**src/rtl/lsu_pkg.sv**
```systemverilog
// Shared definitions for the load/store unit: funct3 codes, FSM states, strobe patterns
// and the access legality check.
package lsu_pkg;

    localparam logic [2:0] F3_LB  = 3'b000;
    localparam logic [2:0] F3_LH  = 3'b001;
    localparam logic [2:0] F3_LW  = 3'b010;
    localparam logic [2:0] F3_LBU = 3'b100;
    localparam logic [2:0] F3_LHU = 3'b101;
    localparam logic [2:0] F3_SB  = 3'b000;
    localparam logic [2:0] F3_SH  = 3'b001;
    localparam logic [2:0] F3_SW  = 3'b010;

    localparam logic [3:0] STRB_B = 4'b0001;
    localparam logic [3:0] STRB_H = 4'b0011;
    localparam logic [3:0] STRB_W = 4'b1111;

    typedef enum logic [1:0] {
        ST_IDLE = 2'd0,
        ST_REQ  = 2'd1,
        ST_WAIT = 2'd2,
        ST_DONE = 2'd3
    } lsu_state_e;

    // True when the access must be rejected before reaching memory.
    function automatic logic access_fault(input logic wen, input logic [2:0] funct3,
                                          input logic [1:0] addr);
        logic illegal;
        logic misaligned;
        if (wen)
            illegal = !(funct3 inside {F3_SB, F3_SH, F3_SW});
        else
            illegal = !(funct3 inside {F3_LB, F3_LH, F3_LW, F3_LBU, F3_LHU});
        misaligned = ((funct3[1:0] == 2'b01) && addr[0]) ||
                     ((funct3[1:0] == 2'b10) && (addr != 2'b00));
        return illegal || misaligned;
    endfunction

endpackage

```
**src/rtl/lsu_load_ext.sv**
```systemverilog
// Load data lane select with sign/zero extension for RV32I loads.
module lsu_load_ext
    import lsu_pkg::*;
#(
    parameter int DATA_W = 32
) (
    input  logic [DATA_W-1:0] rdata,
    input  logic [1:0]        addr,
    input  logic [2:0]        funct3,
    output logic [DATA_W-1:0] data
);

    logic [7:0]  byte_v;
    logic [15:0] half_v;

    always_comb begin
        case (addr)
            2'd0:    byte_v = rdata[7:0];
            2'd1:    byte_v = rdata[15:8];
            2'd2:    byte_v = rdata[23:16];
            default: byte_v = rdata[31:24];
        endcase
        half_v = addr[1] ? rdata[31:16] : rdata[15:0];

        case (funct3)
            F3_LB:   data = {{(DATA_W-8){byte_v[7]}}, byte_v};
            F3_LH:   data = {{(DATA_W-16){half_v[15]}}, half_v};
            F3_LW:   data = rdata;
            F3_LBU:  data = {{(DATA_W-8){1'b0}}, byte_v};
            F3_LHU:  data = {{(DATA_W-16){1'b0}}, half_v};
            default: data = '0;
        endcase
    end

endmodule

```
**src/rtl/load_store_unit.sv**
```systemverilog
// Sequential load/store unit: accepts one operation at a time, checks alignment and
// legality, runs a valid/ready handshake with data memory and returns extended load data.
module load_store_unit
    import lsu_pkg::*;
#(
    parameter int ADDR_W = 32,
    parameter int DATA_W = 32
) (
    input  logic              clk,
    input  logic              rst,
    input  logic              req_valid,
    output logic              req_ready,
    input  logic              req_wen,
    input  logic [2:0]        req_funct3,
    input  logic [ADDR_W-1:0] req_addr,
    input  logic [DATA_W-1:0] req_wdata,
    output logic              resp_valid,
    output logic [DATA_W-1:0] resp_rdata,
    output logic              resp_err,
    output logic              mem_req_valid,
    input  logic              mem_req_ready,
    output logic [ADDR_W-1:0] mem_addr,
    output logic              mem_wen,
    output logic [DATA_W-1:0] mem_wdata,
    output logic [3:0]        mem_wstrb,
    input  logic              mem_resp_valid,
    input  logic [DATA_W-1:0] mem_rdata,
    input  logic              mem_resp_err
);

    lsu_state_e        state, state_next;
    logic              wen_q;
    logic [2:0]        funct3_q;
    logic [1:0]        off_q;
    logic [ADDR_W-1:0] addr_q;
    logic [DATA_W-1:0] wdata_q;
    logic [3:0]        wstrb_q;
    logic [DATA_W-1:0] rdata_q;
    logic              err_q;
    logic              fault;
    logic [3:0]        strb_c;
    logic [DATA_W-1:0] wdata_c;
    logic [DATA_W-1:0] ext_data;

    lsu_load_ext #(.DATA_W(DATA_W)) u_load_ext (
        .rdata  (mem_rdata),
        .addr   (off_q),
        .funct3 (funct3_q),
        .data   (ext_data)
    );

    // Store lane strobes and replicated data, formed from the incoming request.
    always_comb begin
        fault   = access_fault(req_wen, req_funct3, req_addr[1:0]);
        strb_c  = '0;
        wdata_c = req_wdata;
        if (req_wen) begin
            case (req_funct3)
                F3_SB: begin
                    strb_c  = STRB_B << req_addr[1:0];
                    wdata_c = {4{req_wdata[7:0]}};
                end
                F3_SH: begin
                    strb_c  = STRB_H << {req_addr[1], 1'b0};
                    wdata_c = {2{req_wdata[15:0]}};
                end
                F3_SW:   strb_c = STRB_W;
                default: strb_c = '0;
            endcase
        end
    end

    always_ff @(posedge clk) begin
        if (rst) state <= ST_IDLE;
        else     state <= state_next;
    end

    always_comb begin
        state_next    = state;
        req_ready     = 1'b0;
        mem_req_valid = 1'b0;
        resp_valid    = 1'b0;
        case (state)
            ST_IDLE: begin
                req_ready = 1'b1;
                if (req_valid) state_next = fault ? ST_DONE : ST_REQ;
            end
            ST_REQ: begin
                mem_req_valid = 1'b1;
                if (mem_req_ready) state_next = ST_WAIT;
            end
            ST_WAIT: if (mem_resp_valid) state_next = ST_DONE;
            ST_DONE: begin
                resp_valid = 1'b1;
                state_next = ST_IDLE;
            end
            default: state_next = ST_IDLE;
        endcase
        mem_wen   = mem_req_valid & wen_q;
        mem_wstrb = mem_req_valid ? wstrb_q : '0;
    end

    // Response registers only change on entry to DONE so they hold between operations.
    always_ff @(posedge clk) begin
        if (rst) begin
            wen_q    <= 1'b0;
            funct3_q <= '0;
            off_q    <= '0;
            addr_q   <= '0;
            wdata_q  <= '0;
            wstrb_q  <= '0;
            rdata_q  <= '0;
            err_q    <= 1'b0;
        end else begin
            case (state)
                ST_IDLE: if (req_valid) begin
                    wen_q    <= req_wen;
                    funct3_q <= req_funct3;
                    off_q    <= req_addr[1:0];
                    addr_q   <= {req_addr[ADDR_W-1:2], 2'b00};
                    wdata_q  <= wdata_c;
                    wstrb_q  <= strb_c;
                    if (fault) begin
                        rdata_q <= '0;
                        err_q   <= 1'b1;
                    end
                end
                ST_WAIT: if (mem_resp_valid) begin
                    rdata_q <= (wen_q || mem_resp_err) ? '0 : ext_data;
                    err_q   <= mem_resp_err;
                end
                default: ;
            endcase
        end
    end

    assign mem_addr   = addr_q;
    assign mem_wdata  = wdata_q;
    assign resp_rdata = rdata_q;
    assign resp_err   = err_q;

endmodule
```
**config.mk**
```make
export PLATFORM = sky130hd
export DESIGN_NAME = load_store_unit
export DESIGN_NICKNAME = d
export VERILOG_FILES = /design/src/rtl/lsu_pkg.sv /design/src/rtl/lsu_load_ext.sv /design/src/rtl/load_store_unit.sv
export SDC_FILE = /design/constraint.sdc
export NUM_CORES = 1
export LEC_CHECK = 0
export CELL_PAD_IN_SITES_DETAIL_PLACEMENT = 2
export CELL_PAD_IN_SITES_GLOBAL_PLACEMENT = 2
export CORE_UTILIZATION = 25
export CTS_CLUSTER_DIAMETER = 120
export DETAILED_ROUTE_END_ITERATION = 7
export PLACE_DENSITY = 0.78
export SLEW_MARGIN = 20
export SYNTH_ARGS = -nofsm -noshare
export SYNTH_HDL_FRONTEND = slang
export SYNTH_HIERARCHICAL = 1
export SYNTH_SLANG_ARGS = --single-unit
export TNS_END_PERCENT = 30
```
**constraint.sdc**
```tcl
create_clock -name clk -period 2.3 [get_ports clk]
set_input_delay 0.345 -clock clk [delete_from_list [all_inputs] [get_ports clk]]
set_output_delay 0.345 -clock clk [all_outputs]
set_load 0.02 [all_outputs]
```
==> impl_results.md, run 1 <==
- N_diodes: 0
- Root Driver: clkbuf_16
- Hold_ws: 0.4555 ns
- Placer Congestion: 0.8453
- Drt total wl: 21.34 mm
- Drt via density: 4.948
- Cells after Synth: 650
- Die W: 150.4 µm
- Post-synth top area share: 0.3889
- Post-synth top area cell: dfxtp_1
- Worst Path Class, Setup: reg2out
- Hold buffers post-CTS: 0
- Antenna violations before repair: 0
- Worst-Margin Slew: 0.6358 ns
- Crit path max fanout: 7
- Fin Setup TNS: 0 ns
- Number of synthesized register bits: 107
- CP Launch Type: flip-flop
- P_leak: 2.966 nW
- Unrepaired setup endpoints after global routing: false
- Cell Chain, Critical Path: inv_1, ha_2, and2_1, clkdlybuf4s50_1
- Chip Height: 150.4 µm
- Ys Warns: 6
- Maxcap violations: 0
- Ys flop type: dfxtp_1
- Layout cells sized above 1: 0.08660
- Worst Setup End Kind: primary output
- Initial core utilization: 0.2587
- Post-layout minimum cycle time: 2.175 ns
- Status: finished, final reports clean
- Die ar.: 22,630 µm²
- Maximum clock rate: 459.7 MHz
- Fraction of registers with async set/reset: 0
- Final Skew: 0.008852 ns
- Worst skew pair latency: 0.36 ns
- Total CTS buffers: 9
- Setup ws final: 0.1248 ns
- Top post-synthesis cells by area: dfxtp_1, nand2_1, mux2i_1, a21oi_1, nand2b_1
- First-pass GRT wire length: 33.25 mm
- DR vias: 5,532
- Total track usage: 0.1938
- Maximum vdd drop: 0.0003581 V
- CP arrival: 1.83 ns
- Worst-path clk slew: 0.07 ns
- Post-DP HPWL: 15.30 mm
- Critical path's largest stage delay: 0.62 ns
- Vias in the first global route: 6,096
- First drt pass iteration count: 4
- Largest net degree at the start of global routing: 108
- Filler cell count: 2,395
- Final #Nets: 949
- # Post-CTS Setup Buffers: 0
- Per-cell routed wire length: 19.09 µm
- Final Hold Vio Count: 0
- Worst slew margin: 0.5746
- TritonCTS clock tree: built
- HP Class: reg2reg
- Ports: 211
- Clock sink count: 107
- Cell variety after synth: 46
- CORE AREA: 21,290 µm²
- Gr ovfl total: 0
- Post-synth EDFFs: 0
- Post-DRT Antenna Nets: 0
- Layout area overhead: 49.55%
- Final setup viols: 0
- Count of input and output buffers: 208
- DR iter-0 viols: 193
- DR DRC count: 0
- H-tree depth: 3
- Critical-path top delay cell: clkdlybuf4s50_1
- Synthesized area: 5508 µm²
- Row count: 53
- Mapped Avg Cell Area: 8.474 µm²
- Setup slack at placement: 0.08451 ns
- Max Slew Vio Count: 0
- Pwr dens: 886.7 nW/µm²
- Worst Path Buf+Inv: 2
- Bufs on Longest Clock Path: 2
- Register area share after synthesis: 0.3889
- Fin crit share: 0.9457
- CP top delay family: buffers and inverters
- WP data required: 1.96 ns
## cell usage after synthesis, types with 2 or more instances
master and instances:
mux2i_1 54, a221o_1 5, buf_2 15, buf_8 3
a21oi_1 82, nor2_1 23, o211ai_1 17, and2_1 5
a22oi_1 20, inv_1 5, dfxtp_1 107, and2b_2 2
clkbuf_1 32, o21ai_0 5, buf_4 7, mux4_2 4
nand2b_1 38, mux2_2 11, a211oi_1 25, ha_1 4
nor2b_1 8, o31ai_1 3, nand2_1 152
## worst reg2reg max path, stage by stage, from the launching register on
cell	delay, ns
dfxtp_1	0.68
mux2_4	0.47
a21boi_4	0.48
a211oi_1	0.10
nand2_1	0.09
mux2i_1	0.07
## cells by family after synthesis
family,Yosys count,share of synthesized area
adders and majority gates,4,0.009087
muxes,71,0.1445
other,1,0.0006809
and+or+nand+nor,235,0.1922
AOI/OAI and AO/OA,169,0.2060
buffers and inverters,63,0.05861
DFF,107,0.3889
## path summary, 6_finish.rpt
check | slack, ns | from | endpoint | cells after the start
worst max-delay path | 0.12 | state[1] | mem_wstrb[0] | 4
worst min register to register | 0.46 | mem_wdata[10] | mem_wdata[10] | 2
worst min-delay path | 0.46 | mem_wdata[10] | mem_wdata[10] | 2
worst max register to register | 0.31 | off_q[1] | resp_rdata[19] | 5
## layer usage
layer	vias up	routed length (µm)	part of all wire	track usage
met5	-	0	0	0
met4	0	419	0.020	0.06970
met3	26	1910	0.090	0.06879
met2	181	10170	0.48	0.3325
met1	2690	8836	0.41	0.2204
li1	2635	-	-	-
## sequential cells by signal, indices dropped and copies added, names as in the netlist
register / flops
mem_wdata: 32
wstrb_q: 4
state: 2
off_q: 2
funct3_q: 3
mem_addr: 30
wen_q: 1
resp_err: 1
resp_rdata: 32
## cell type report
| cell class | count | area (µm²) | share of cell area |
|---|---|---|---|
| multi-input combinational | 481 | 3070 | 0.3728 |
| timing repair buffer | 235 | 2385 | 0.2895 |
| sequential | 107 | 2142 | 0.2601 |
| tap | 275 | 344.1 | 0.04177 |
| clock buffer | 9 | 225.2 | 0.02734 |
| clock inverter | 6 | 51.30 | 0.006228 |
| inverter | 5 | 18.77 | 0.002279 |
## what timing repair did
item	in CTS	in global routing
cloned	0	0
gates resized for setup	1	2
setup endpoints to repair	3	2
## through the flow
step | utilization | cells | cell area (µm²) | total power [mW]
finish | 0.3869 | 1118 | 8237 | 7.303
detailed placement | 0.3736 | 1103 | 7953 | 5.825
CTS | 0.3867 | 1118 | 8232 | 7.405
floorplan | - | 651 | 5512 | 4.416
global route | 0.3869 | 1118 | 8237 | 7.745
global placement | 0.3736 | 1103 | 7953 | 5.755
## cells in the final DEF, fill, tap and decap left out, types with 2 or more instances in the layout
| cell type | count |
|---|---|
| clkdlybuf4s50_1 | 206 |
| nand2_1 | 151 |
| dfxtp_1 | 107 |
| a21oi_1 | 82 |
| mux2i_1 | 54 |
| nand2b_1 | 38 |
| a211oi_1 | 25 |
| nor2_1 | 23 |
| a22oi_1 | 20 |
| buf_4 | 20 |
| o211ai_1 | 17 |
| mux2_2 | 11 |
| clkbuf_16 | 9 |
| nor2b_1 | 8 |
| buf_12 | 8 |
| inv_1 | 5 |
| and2_1 | 5 |
| o21ai_0 | 5 |
| a221o_1 | 5 |
| mux4_2 | 4 |
| clkinv_4 | 3 |
| o31ai_1 | 3 |
| ha_2 | 2 |
| ha_1 | 2 |
| conb_1 | 2 |
| and2b_2 | 2 |
## report_power, final
part           switching, mW  leakage, nW  internal, mW
clock network          0.796        0.138         0.747
logic                   1.85         1.96          1.56
registers              0.196        0.873          2.15
No activity file was read; power rests on OpenSTA's default activity.
==> run 2, diff against run 1 <==
- GPL_TIMING_DRIVEN: unset -> 0
- REMOVE_ABC_BUFFERS: unset -> 1
==> impl_results.md, run 2 (synthesis gave the netlist of run 1 again) <==
- Clock sink count: 107
- Most frequent cells in the layout: clkdlybuf4s50_1, nand2_1, dfxtp_1
- Row count: 53
- Final Hold Vio Count: 0
- Setup ws final: 0.1015 ns
- Post-DRT Antenna Nets: 0
- First drt pass iteration count: 4
- R2R Setup Slk: 0.10 ns
- Setup slack at placement: -0.6743 ns
- Worst skew pair latency: 0.36 ns
- Worst hold stages: 2
- Final instance area: 8179 µm²
- Int Pwr: 4.476 mW
- Clk pwr share: 0.218
- Ports: 211
- Post-DP HPWL: 14.63 mm
- Worst Min Path Start: rst
- R2R depth: 5
- WP data required: 2.55 ns
- Final setup viols: 0
- Gr ovfl total: 0
- RR Startpoint: off_q[0]
- Sw frac: 0.3882
- Sequential power share: 0.334
- # Post-CTS Setup Buffers: 0
- Most common cell after layout, fill and taps aside: clkdlybuf4s50_1
- Maxcap violations: 0
- Layout area overhead: 48.50%
- DR vias: 5,420
- Max Slew Vio Count: 0
- Initial core utilization: 0.2587
- Largest net degree at the start of global routing: 72
- Maximum vdd drop: 0.0003364 V
- Maximum clock rate: 454.8 MHz
- Die W: 150.4 µm
- P_leak: 2.885 nW
- CP arrival: 2.45 ns
- First-pass GRT wire length: 31.77 mm
- DP Area: 7858 µm²
- Crit path max fanout: 25
- Comb pwr share: 0.448
- Drt total wl: 20.36 mm
- Post-layout minimum cycle time: 2.199 ns
- Worst-Margin Slew: 1.025 ns
- Worst-path clk slew: 0.08 ns
- Worst Setup End Kind: flip-flop
- Die ar.: 22,630 µm²
- Layout cells sized above 1: 0.07376
- H-tree depth: 3
- TritonCTS clock tree: built
- Vias in the first global route: 5,893
- Hold buffers post-CTS: 0
- Total track usage: 0.1818
- Per-cell routed wire length: 18.47 µm
- Worst Path Class, Setup: reg2reg
- Total CTS buffers: 9
- Fin crit share: 0.9559
- Status: finished, final reports clean
- Drt via density: 4.918
- CP Launch Type: flip-flop
- Chip Height: 150.4 µm
- Final Skew: 0.01206 ns
- Worst Hold Endpoint: mem_addr[11]
- Final #Nets: 932
- DR iter-0 viols: 208
- HP Class: in2reg
- Count of input and output buffers: 208
- Root Driver: clkbuf_16
- CORE AREA: 21,290 µm²
- Unrepaired setup endpoints after global routing: false
- Sw power: 2.839 mW
- Antenna violations before repair: 0
- Bufs on Longest Clock Path: 2
- Worst slew margin: 0.3161
- Pwr dens: 894.4 nW/µm²
- Placer Congestion: 0.7699
- N_diodes: 0
- Worst R2R End: resp_rdata[26]
- DR DRC count: 0
-- run 2: worst max path at each step --
stage	start	end	cells past startpoint
floorplan	state[0]	mem_wdata[10]	5
global placement	rst	resp_rdata[11]	4
detailed placement	req_funct3[0]	resp_rdata[19]	7
CTS	funct3_q[0]	resp_rdata[26]	5
global route	off_q[0]	resp_rdata[26]	5
finish	off_q[0]	resp_rdata[26]	5
-- run 2: cell type report --
type,count,area (µm²)
tap,275,344.1
fill,2391,13110
timing repair buffer,218,2276
clock inverter,6,56.30
multi-input combinational,481,3097
inverter,5,18.77
clock buffer,10,239.0
sequential,107,2148
-- run 2: through the flow --
step / std cells / util / hold WS (ns) / setup TNS, ns / power, mW
after floorplan: 593 / - / 0.4141 / -59.50 / 4.226
after global placement: 1076 / 0.3586 / 0.4377 / -307.48 / 5.471
after detailed placement: 1086 / 0.3691 / 0.4509 / -18.17 / 5.775
after CTS: 1102 / 0.3832 / 0.3351 / 0 / 7.431
after global routing: 1102 / 0.3842 / 0.3563 / 0 / 7.745
final: 1102 / 0.3842 / 0.3551 / 0 / 7.315
-- run 2: what timing repair did --
action                     in CTS  in global routing
pin swaps                       0                  1
gates resized for setup         4                  4
setup endpoints to repair      34                 17
-- run 2: worst max-delay path, cell delays in order, from the launching register on --
cell and delay, ns:
dfxtp_2 0.56, mux2_2 0.41, a22oi_4 0.64, a211oi_1 0.26, nand2_1 0.14, mux2i_1 0.08
-- run 2: routing by layer --
metal / vias up / GRT usage / wire, µm / part of all wire
met5: - / 0 / 0 / 0
met4: 0 / 0.04040 / 140 / 0.0069
met2: 177 / 0.3069 / 9605 / 0.47
met1: 2622 / 0.2123 / 8611 / 0.42
li1: 2611 / - / - / -
met3: 10 / 0.07667 / 1997 / 0.098
-- run 2: power groups by stage --
stage	Clock, mW	Combinational (mW)	Sequential, mW
4_1_cts	1.67	3.32	2.45
5_1_grt	1.72	3.54	2.49
3_3_place_gp	0	3.03	2.44
2_1_floorplan	0	1.50	2.73
6_report	1.59	3.28	2.44
3_5_place_dp	0	3.29	2.48
